### src/rtl/cmp_seq_ctl.sv
// Multi-nibble magnitude compare sequenced through one shared external 4-bit signed comparator.
// Walks MS nibble to LS nibble, one per clock, and stops on the first unequal nibble.
module cmp_seq_ctl #(
  parameter int unsigned NIBBLES = 4,
  parameter bit          SIGNED  = 1'b1
) (
  input  logic                 sysclk,
  input  logic                 sys_rst_n,
  input  logic                 start,
  input  logic                 abort,
  input  logic [4*NIBBLES-1:0] op_a,
  input  logic [4*NIBBLES-1:0] op_b,
  output logic [3:0]           cmp_a,
  output logic [3:0]           cmp_b,
  input  logic                 cmp_aeb,
  input  logic                 cmp_agb,
  input  logic                 cmp_alb,
  output logic                 busy,
  output logic                 done,
  output logic                 aeb,
  output logic                 agb,
  output logic                 alb
);

  localparam int unsigned IdxW = (NIBBLES > 1) ? $clog2(NIBBLES) : 1;
  localparam logic [IdxW-1:0] TopIdx = IdxW'(NIBBLES - 1);

  typedef enum logic {
    StIdle,
    StRun
  } state_e;

  state_e                 r_state;
  logic [IdxW-1:0]        r_idx;
  logic [4*NIBBLES-1:0]   r_a;
  logic [4*NIBBLES-1:0]   r_b;
  logic                   r_done;
  logic                   r_aeb;
  logic                   r_agb;
  logic                   r_alb;

  logic [3:0]             w_nib_a;
  logic [3:0]             w_nib_b;
  logic                   w_flip;
  logic                   w_eq;

  always_comb begin
    w_nib_a = 4'h0;
    w_nib_b = 4'h0;
    for (int i = 0; i < int'(NIBBLES); i++) begin
      if (r_idx == IdxW'(i)) begin
        w_nib_a = r_a[4*i +: 4];
        w_nib_b = r_b[4*i +: 4];
      end
    end
  end

  // Flipping bit 3 on both sides turns the comparator's signed compare into an unsigned one;
  // only the sign-carrying top nibble of a signed operand is compared raw.
  assign w_flip = !(SIGNED && (r_idx == TopIdx));

  assign cmp_a = (r_state == StRun) ? (w_nib_a ^ {w_flip, 3'b000}) : 4'h0;
  assign cmp_b = (r_state == StRun) ? (w_nib_b ^ {w_flip, 3'b000}) : 4'h0;

  // A non-one-hot result from the comparator never counts as equal.
  assign w_eq = cmp_aeb && !cmp_agb && !cmp_alb;

  always_ff @(posedge sysclk or negedge sys_rst_n) begin
    if (!sys_rst_n) begin
      r_state <= StIdle;
      r_idx   <= '0;
      r_a     <= '0;
      r_b     <= '0;
      r_done  <= 1'b0;
      r_aeb   <= 1'b0;
      r_agb   <= 1'b0;
      r_alb   <= 1'b0;
    end else begin
      r_done <= 1'b0;
      unique case (r_state)
        StIdle: begin
          if (start) begin
            r_a     <= op_a;
            r_b     <= op_b;
            r_idx   <= TopIdx;
            r_aeb   <= 1'b0;
            r_agb   <= 1'b0;
            r_alb   <= 1'b0;
            r_state <= StRun;
          end
        end
        StRun: begin
          if (abort) begin
            r_state <= StIdle;
          end else if (!w_eq) begin
            r_agb   <= cmp_agb;
            r_alb   <= cmp_alb;
            r_done  <= 1'b1;
            r_state <= StIdle;
          end else if (r_idx == '0) begin
            r_aeb   <= 1'b1;
            r_done  <= 1'b1;
            r_state <= StIdle;
          end else begin
            r_idx <= r_idx - IdxW'(1);
          end
        end
        default: r_state <= StIdle;
      endcase
    end
  end

  assign busy = (r_state == StRun);
  assign done = r_done;
  assign aeb  = r_aeb;
  assign agb  = r_agb;
  assign alb  = r_alb;

endmodule

### config.mk
export PLATFORM = sky130hd
export DESIGN_NAME = cmp_seq_ctl
export DESIGN_NICKNAME = d
export VERILOG_FILES = /design/src/rtl/cmp_seq_ctl.sv
export SDC_FILE = /design/constraint.sdc
export NUM_CORES = 1
export LEC_CHECK = 0
export ABC_AREA = 1
export ABC_CLOCK_PERIOD_IN_PS = 1570
export BUFFER_PORTS_ARGS = -buffer_cell sky130_fd_sc_hd__buf_2
export CELL_PAD_IN_SITES_DETAIL_PLACEMENT = 0
export CELL_PAD_IN_SITES_GLOBAL_PLACEMENT = 1
export CORE_MARGIN = 2
export CORE_UTILIZATION = 37
export DETAILED_ROUTE_END_ITERATION = 8
export PLACE_DENSITY = 0.77
export REMOVE_ABC_BUFFERS = 1
export SYNTH_ARGS = -nofsm -noshare
export SYNTH_HDL_FRONTEND = slang
export SYNTH_SLANG_ARGS = --single-unit
### constraint.sdc
create_clock -name sysclk -period 1.57 [get_ports sysclk]
set_input_delay 0.314 -clock sysclk [delete_from_list [all_inputs] [get_ports sysclk]]
set_output_delay 0.314 -clock sysclk [all_outputs]
set_load 0.05 [all_outputs]
==> flow_summary.toml, run 1 <==
[timing]
fin_crit_sh_pct = 124
max_freq_ghz = 0.513
max_slew.worst_pin.slew_ps = 452
grt_setup_unrepaired = "true"
fin_skew_ps = 3.00
whs_ps = 215
max-slew-margin-rel_pct = 69.9
post-route-min-period_ps = 1950
worst_slack_ps = -379
hold_viol = 0
slew_viol_final = 0
setup_viol = 8

[detailed_routing]
vias = 1664
routed_via_density = 4.50
drt_pass1_iterations = 4
postRouteAntennaNets = 0
wl_um = 4440
drt_iter0_markers = 43
routed_wire_length_per_instance_um = 12.0
drc = 0

[clock_tree]
path_clk_slew_ps = 70
clock_latency_ps = 290
clockBufferDepth = 2
cts_made_buffers = 5
ctsHtreeMaxLevel = 2
cts-root-buf = "clkbuf_8"
cts_num_sinks = 39
cts_tree = "yes"

[logic_synthesis]
synth_edf_count = 0
yosys-top-cells-area = "dfrtp_1, nand2_1, a21oi_1"
syn_inst = 238
yosysUniqueCellTypes = 20
yosysTopAreaCellShare_pct = 51.2
syn_area_um2 = 1900
synth-main-ff-cell = "dfrtp_1"
ys_top_cells_by_count = "nand2_1, dfrtp_1, a21oi_1"
yosysTopAreaCell = "dfrtp_1"
ys_seq_area_share_pct = 51.2
syn_area_per_cell_um2 = 8.00
synth-async-reset-ratio_pct = 100
yosysWarningCount = 0
yosysMostFrequentCell = "nand2_1"
ys_seq_elements = 39

[die]
initial_utilization_pct = 37.8
die_w_um = 75.7
dieArea_um2 = 5740
core_um2 = 5040
die_h_um = 75.7
placementRows = 26
io_pins = 52

[global_routing]
grt_antenna_before_repair = 0
grt_max_degree = 34
overflow = 0
track_usage_pct = 17.1
grt_pass1_vias = 1536
grt_pass1_wl_um = 7240

[layout]
nets = 343
syn2layout_area_growth_pct = 31.1
drive_gt1_share_pct = 31.3
n_antenna_cell = 0
fillers = 504
final_cells = 370

[power]
p_per_area_nw_per_um2 = 2010
leakagePower_nw = 1.34
vdd_drop_max_v = 0.00106

[flow_run]
cap_violations = 0

[critical_path]
cp_max_fo = 14
worstSetupPathType = "flip-flop to output pin"
cp-end-kind = "output pin"
worst_ep_arrival_time_ps = 1630
start_kind = "flip-flop"
required_ps = 1260

[worst_hold_path]
hp-class = "primary input to flip-flop"

[outcome]
violations = "setup timing"
status = "finished, violations left"

[place]
finalWeightedCongestion = 0.841
dp_hpwl_um = 3100
io_buffers = 51
placedCellCount = 359
==> path summary, 6_finish.rpt <==
| path | slack (ps) | cells past startpoint | from | endpoint |
|---|---|---|---|---|
| max | -380 | 7 | r_idx[1]$_DFFE_PN0P_ | cmp_b[1] |
| min reg2reg | 480 | 2 | r_b[15]$_DFFE_PN0P_ | r_b[15]$_DFFE_PN0P_ |
| max reg2reg | 190 | 8 | r_idx[0]$_DFFE_PN0P_ | r_idx[1]$_DFFE_PN0P_ |
| min | 210 | 3 | op_b[10] | r_b[10]$_DFFE_PN0P_ |
| min in group asynchronous | 500 | 2 | sys_rst_n | alb$_DFFE_PN0P_ |
| max in group asynchronous | 600 | 3 | sys_rst_n | r_a[0]$_DFFE_PN0P_ |
==> critical path, stage by stage (launching register included) <==
cell	delay (ps)
dfrtp_2	460
inv_4	100
ha_4	170
inv_8	60
nand2_1	60
o211ai_1	90
a21oi_1	180
buf_4	220
==> cells in the final DEF, fill, tap and decap left out, drive strengths merged <==
cell type	n
inv	11
ha	5
o211ai	6
buf	63
nor2	9
clkbuf	8
a21oi	16
nand3	6
nand2	123
nand4	2
clkinv	1
dlygate4sd3	1
dfrtp	39
o21ai	10
==> metrics by stage <==
step / area (µm²) / power (mW) / setup TNS [ps] / util (%) / worst slack (ps)
2_1_floorplan: 1810 / 3.20 / -4030 / - / -571
3_3_place_gp: 2240 / 3.91 / -1660 / 44.5 / -233
3_5_place_dp: 2240 / 3.92 / -1930 / 44.5 / -271
4_1_cts: 2460 / 4.98 / -2910 / 48.8 / -387
5_1_grt: 2500 / 5.41 / -3540 / 49.5 / -484
6_report: 2500 / 5.01 / -2780 / 49.5 / -379
==> per-layer routing <==
layer / GRT usage [%] / wire, µm / share of wire, %
met3: 4.50 / 194 / 4.4
met5: 0 / 0 / 0
met4: 5.85 / 39 / 0.88
met1: 23.6 / 2190 / 49
met2: 26.1 / 2020 / 45
==> power by group <==
group | leakage, nW | internal, mW | total, mW | switching (mW)
logic | 0.809 | 0.916 | 2.54 | 1.62
registers | 0.478 | 1.42 | 1.72 | 0.296
clock network | 0.0515 | 0.401 | 0.749 | 0.348
==> cell families (layout without fill, tap and decap cells) <==
| group | Yosys count | in the layout | share of synthesized area, % |
|---|---|---|---|
| and+or+nand+nor | 140 | 140 | 28.9 |
| DFF | 39 | 39 | 51.2 |
| AOI/OAI and AO/OA | 32 | 32 | 9.20 |
| buffers and inverters | 22 | 84 | 7.36 |
| adders and majority gates | 5 | 5 | 3.29 |
==> flip-flops by register name, summed over array words and instances, names as in the netlist <==
| name | count |
|---|---|
| r_idx | 2 |
| r_b | 16 |
| agb | 1 |
| alb | 1 |
| done | 1 |
| r_a | 16 |
| aeb | 1 |
| busy | 1 |
==> timing repair <==
| item | CTS | global route |
|---|---|---|
| endpoints found under the setup margin | 9 | 9 |
| buffers inserted | 0 | 2 |
| hold buffers | 1 | 0 |
| pin swaps | 7 | 7 |
| gates resized for setup | 35 | 4 |
| endpoints found under the hold margin | 18 | 0 |
==> cell type report <==
cell class	count	area [µm²]	area share (%)
flip-flops and latches	39	980	39.2
multi-input cells	177	860	34.4
repair buffers	64	407	16.3
clock buffers	8	100	4.01
well taps	70	87.6	3.51
inverters	12	63.8	2.56
(Power assumes the default switching activity.)
==> run 2, diff against run 1 <==
Settings changed: ABC_CLOCK_PERIOD_IN_PS 1570 to 1900.
Clock period 1.57 ns to 1.9 ns, I/O delays scaled along.
==> flow_summary.toml, run 2 (synthesized netlist as in run 1, its figures left out) <==
[detailed_routing]
routed_wire_length_per_instance_um = 11.9
drt_iter0_markers = 70
vias = 1672
wl_met2_um = 2020
routed_via_density = 4.57
drt_pass1_iterations = 4
postRouteAntennaNets = 0
wl_um = 4350
route.met3.wl_um = 217
wl_met1_um = 2070
top_layer = "met4"
drc = 0

[power]
power.total_mw = 4.09
swShare_pct = 46.4
power_switching_mw = 1.89
leakagePower_nw = 1.32
p_per_area_nw_per_um2 = 1660
combPwrFrac_pct = 50.7
p_clk_share_pct = 14.6
p_int_mw = 2.19
pwr-share-seq_pct = 34.6
vdd_drop_max_v = 0.000965

[place]
dpl_cell_area_um2 = 2210
finalWeightedCongestion = 0.878
pre_cts_slack_ps = -5.28
placedCellCount = 355
dp_hpwl_um = 3080
io_buffers = 51

[clock_tree]
cts_made_buffers = 5
path_clk_slew_ps = 80
cts_num_sinks = 39
cts_tree = "yes"
clock_latency_ps = 300
ctsHtreeMaxLevel = 2
cts-root-buf = "clkbuf_8"
hold_buffers = 0
clockBufferDepth = 2

[timing]
fin_skew_ps = 10.5
whs_ps = 21.1
worst_slack_ps = -123
fin_crit_sh_pct = 106
max_slew.worst_pin.slew_ps = 473
max-slew-margin-rel_pct = 68.5
grt_setup_unrepaired = "true"
max_freq_ghz = 0.494
hold_viol = 0
slew_viol_final = 0
post-route-min-period_ps = 2020
setup_viol = 8
finalSetupTns_ps = -607

[critical_path]
cp_max_fo = 14
rr_worst_depth = 6
setup.worst_path.end = "cmp_b[1]"
worst_ep_arrival_time_ps = 1640
reg2reg_from = "busy$_DFF_PN0_"
worstSetupPathType = "flip-flop to output pin"
startpoint = "r_idx[0]$_DFFE_PN0P_"
required_ps = 1520
cp-end-kind = "output pin"
regToRegSetupSlack_ps = 340
start_kind = "flip-flop"
worstReg2RegEnd = "r_a[1]$_DFFE_PN0P_"

[die]
die_w_um = 75.7
initial_utilization_pct = 37.8
dieArea_um2 = 5740
placementRows = 26
die_h_um = 75.7
core_um2 = 5040
io_pins = 52

[layout]
syn2layout_area_growth_pct = 29.3
register_area_um2 = 977
layout_commonest_cell = "nand2_1"
n_antenna_cell = 0
final_cell_mix = "nand2_1, buf_2, dfrtp_1"
multiInputGateArea_um2 = 865
final_cells = 366
reg_top3 = "r_a x16, r_b x16, r_idx x2"
fillers = 532
final_area_um2 = 2460
nets = 339
final_util_pct = 48.8
drive_gt1_share_pct = 31.1

[global_routing]
grt_pass1_vias = 1615
track_usage_pct = 17.3
grt_max_degree = 34
grt_pass1_wl_um = 7270
grt_antenna_before_repair = 0
overflow = 0

[outcome]
status = "finished, violations left"
violations = "setup timing"

[flow_run]
cap_violations = 0

[worst_hold_path]
hp-class = "primary input to asynchronous set/reset pin"
-- run 2: layout make-up --
cell class	instances	area share, %
clock inverters	2	0.661
clock buffers	6	3.35
well taps	70	3.56
repair buffers	60	15.0
multi-input cells	177	35.1
inverters	12	2.59
flip-flops and latches	39	39.7
-- run 2: power groups by stage --
stage               clock [mW]  sequential [mW]  combinational, mW
floorplan                    0             1.45               1.19
global route             0.646             1.46               2.32
global placement             0             1.41               1.77
CTS                      0.615             1.40               2.03
detailed placement           0             1.41               1.79
finish                   0.598             1.42               2.07
-- run 2: critical path, stage by stage, from the launching register on --
cell and delay [ps]:
dfrtp_1 410, buf_4 160, ha_4 180, inv_8 90, o211ai_1 100, a21oi_1 170, buf_4 220
-- run 2: how the worst min path moves through the flow --
stage,endpoint
2_1_floorplan,aeb$_DFFE_PN0P_
3_3_place_gp,r_a[5]$_DFFE_PN0P_
3_5_place_dp,aeb$_DFFE_PN0P_
4_1_cts,r_a[13]$_DFFE_PN0P_
5_1_grt,r_a[1]$_DFFE_PN0P_
6_report,r_a[1]$_DFFE_PN0P_
-- run 2: repair_timing --
action,4_1_cts,5_1_grt
endpoints found under the setup margin,8,8
buffers inserted,2,1
pin swaps,2,4
endpoints found under the hold margin,0,0
resized for setup,26,12
-- run 2: metal layers --
layer,track usage (%),vias up
met5,0,-
met4,5.85,0
met3,4.76,7
met2,28.1,40
met1,22.3,762
li1,-,863
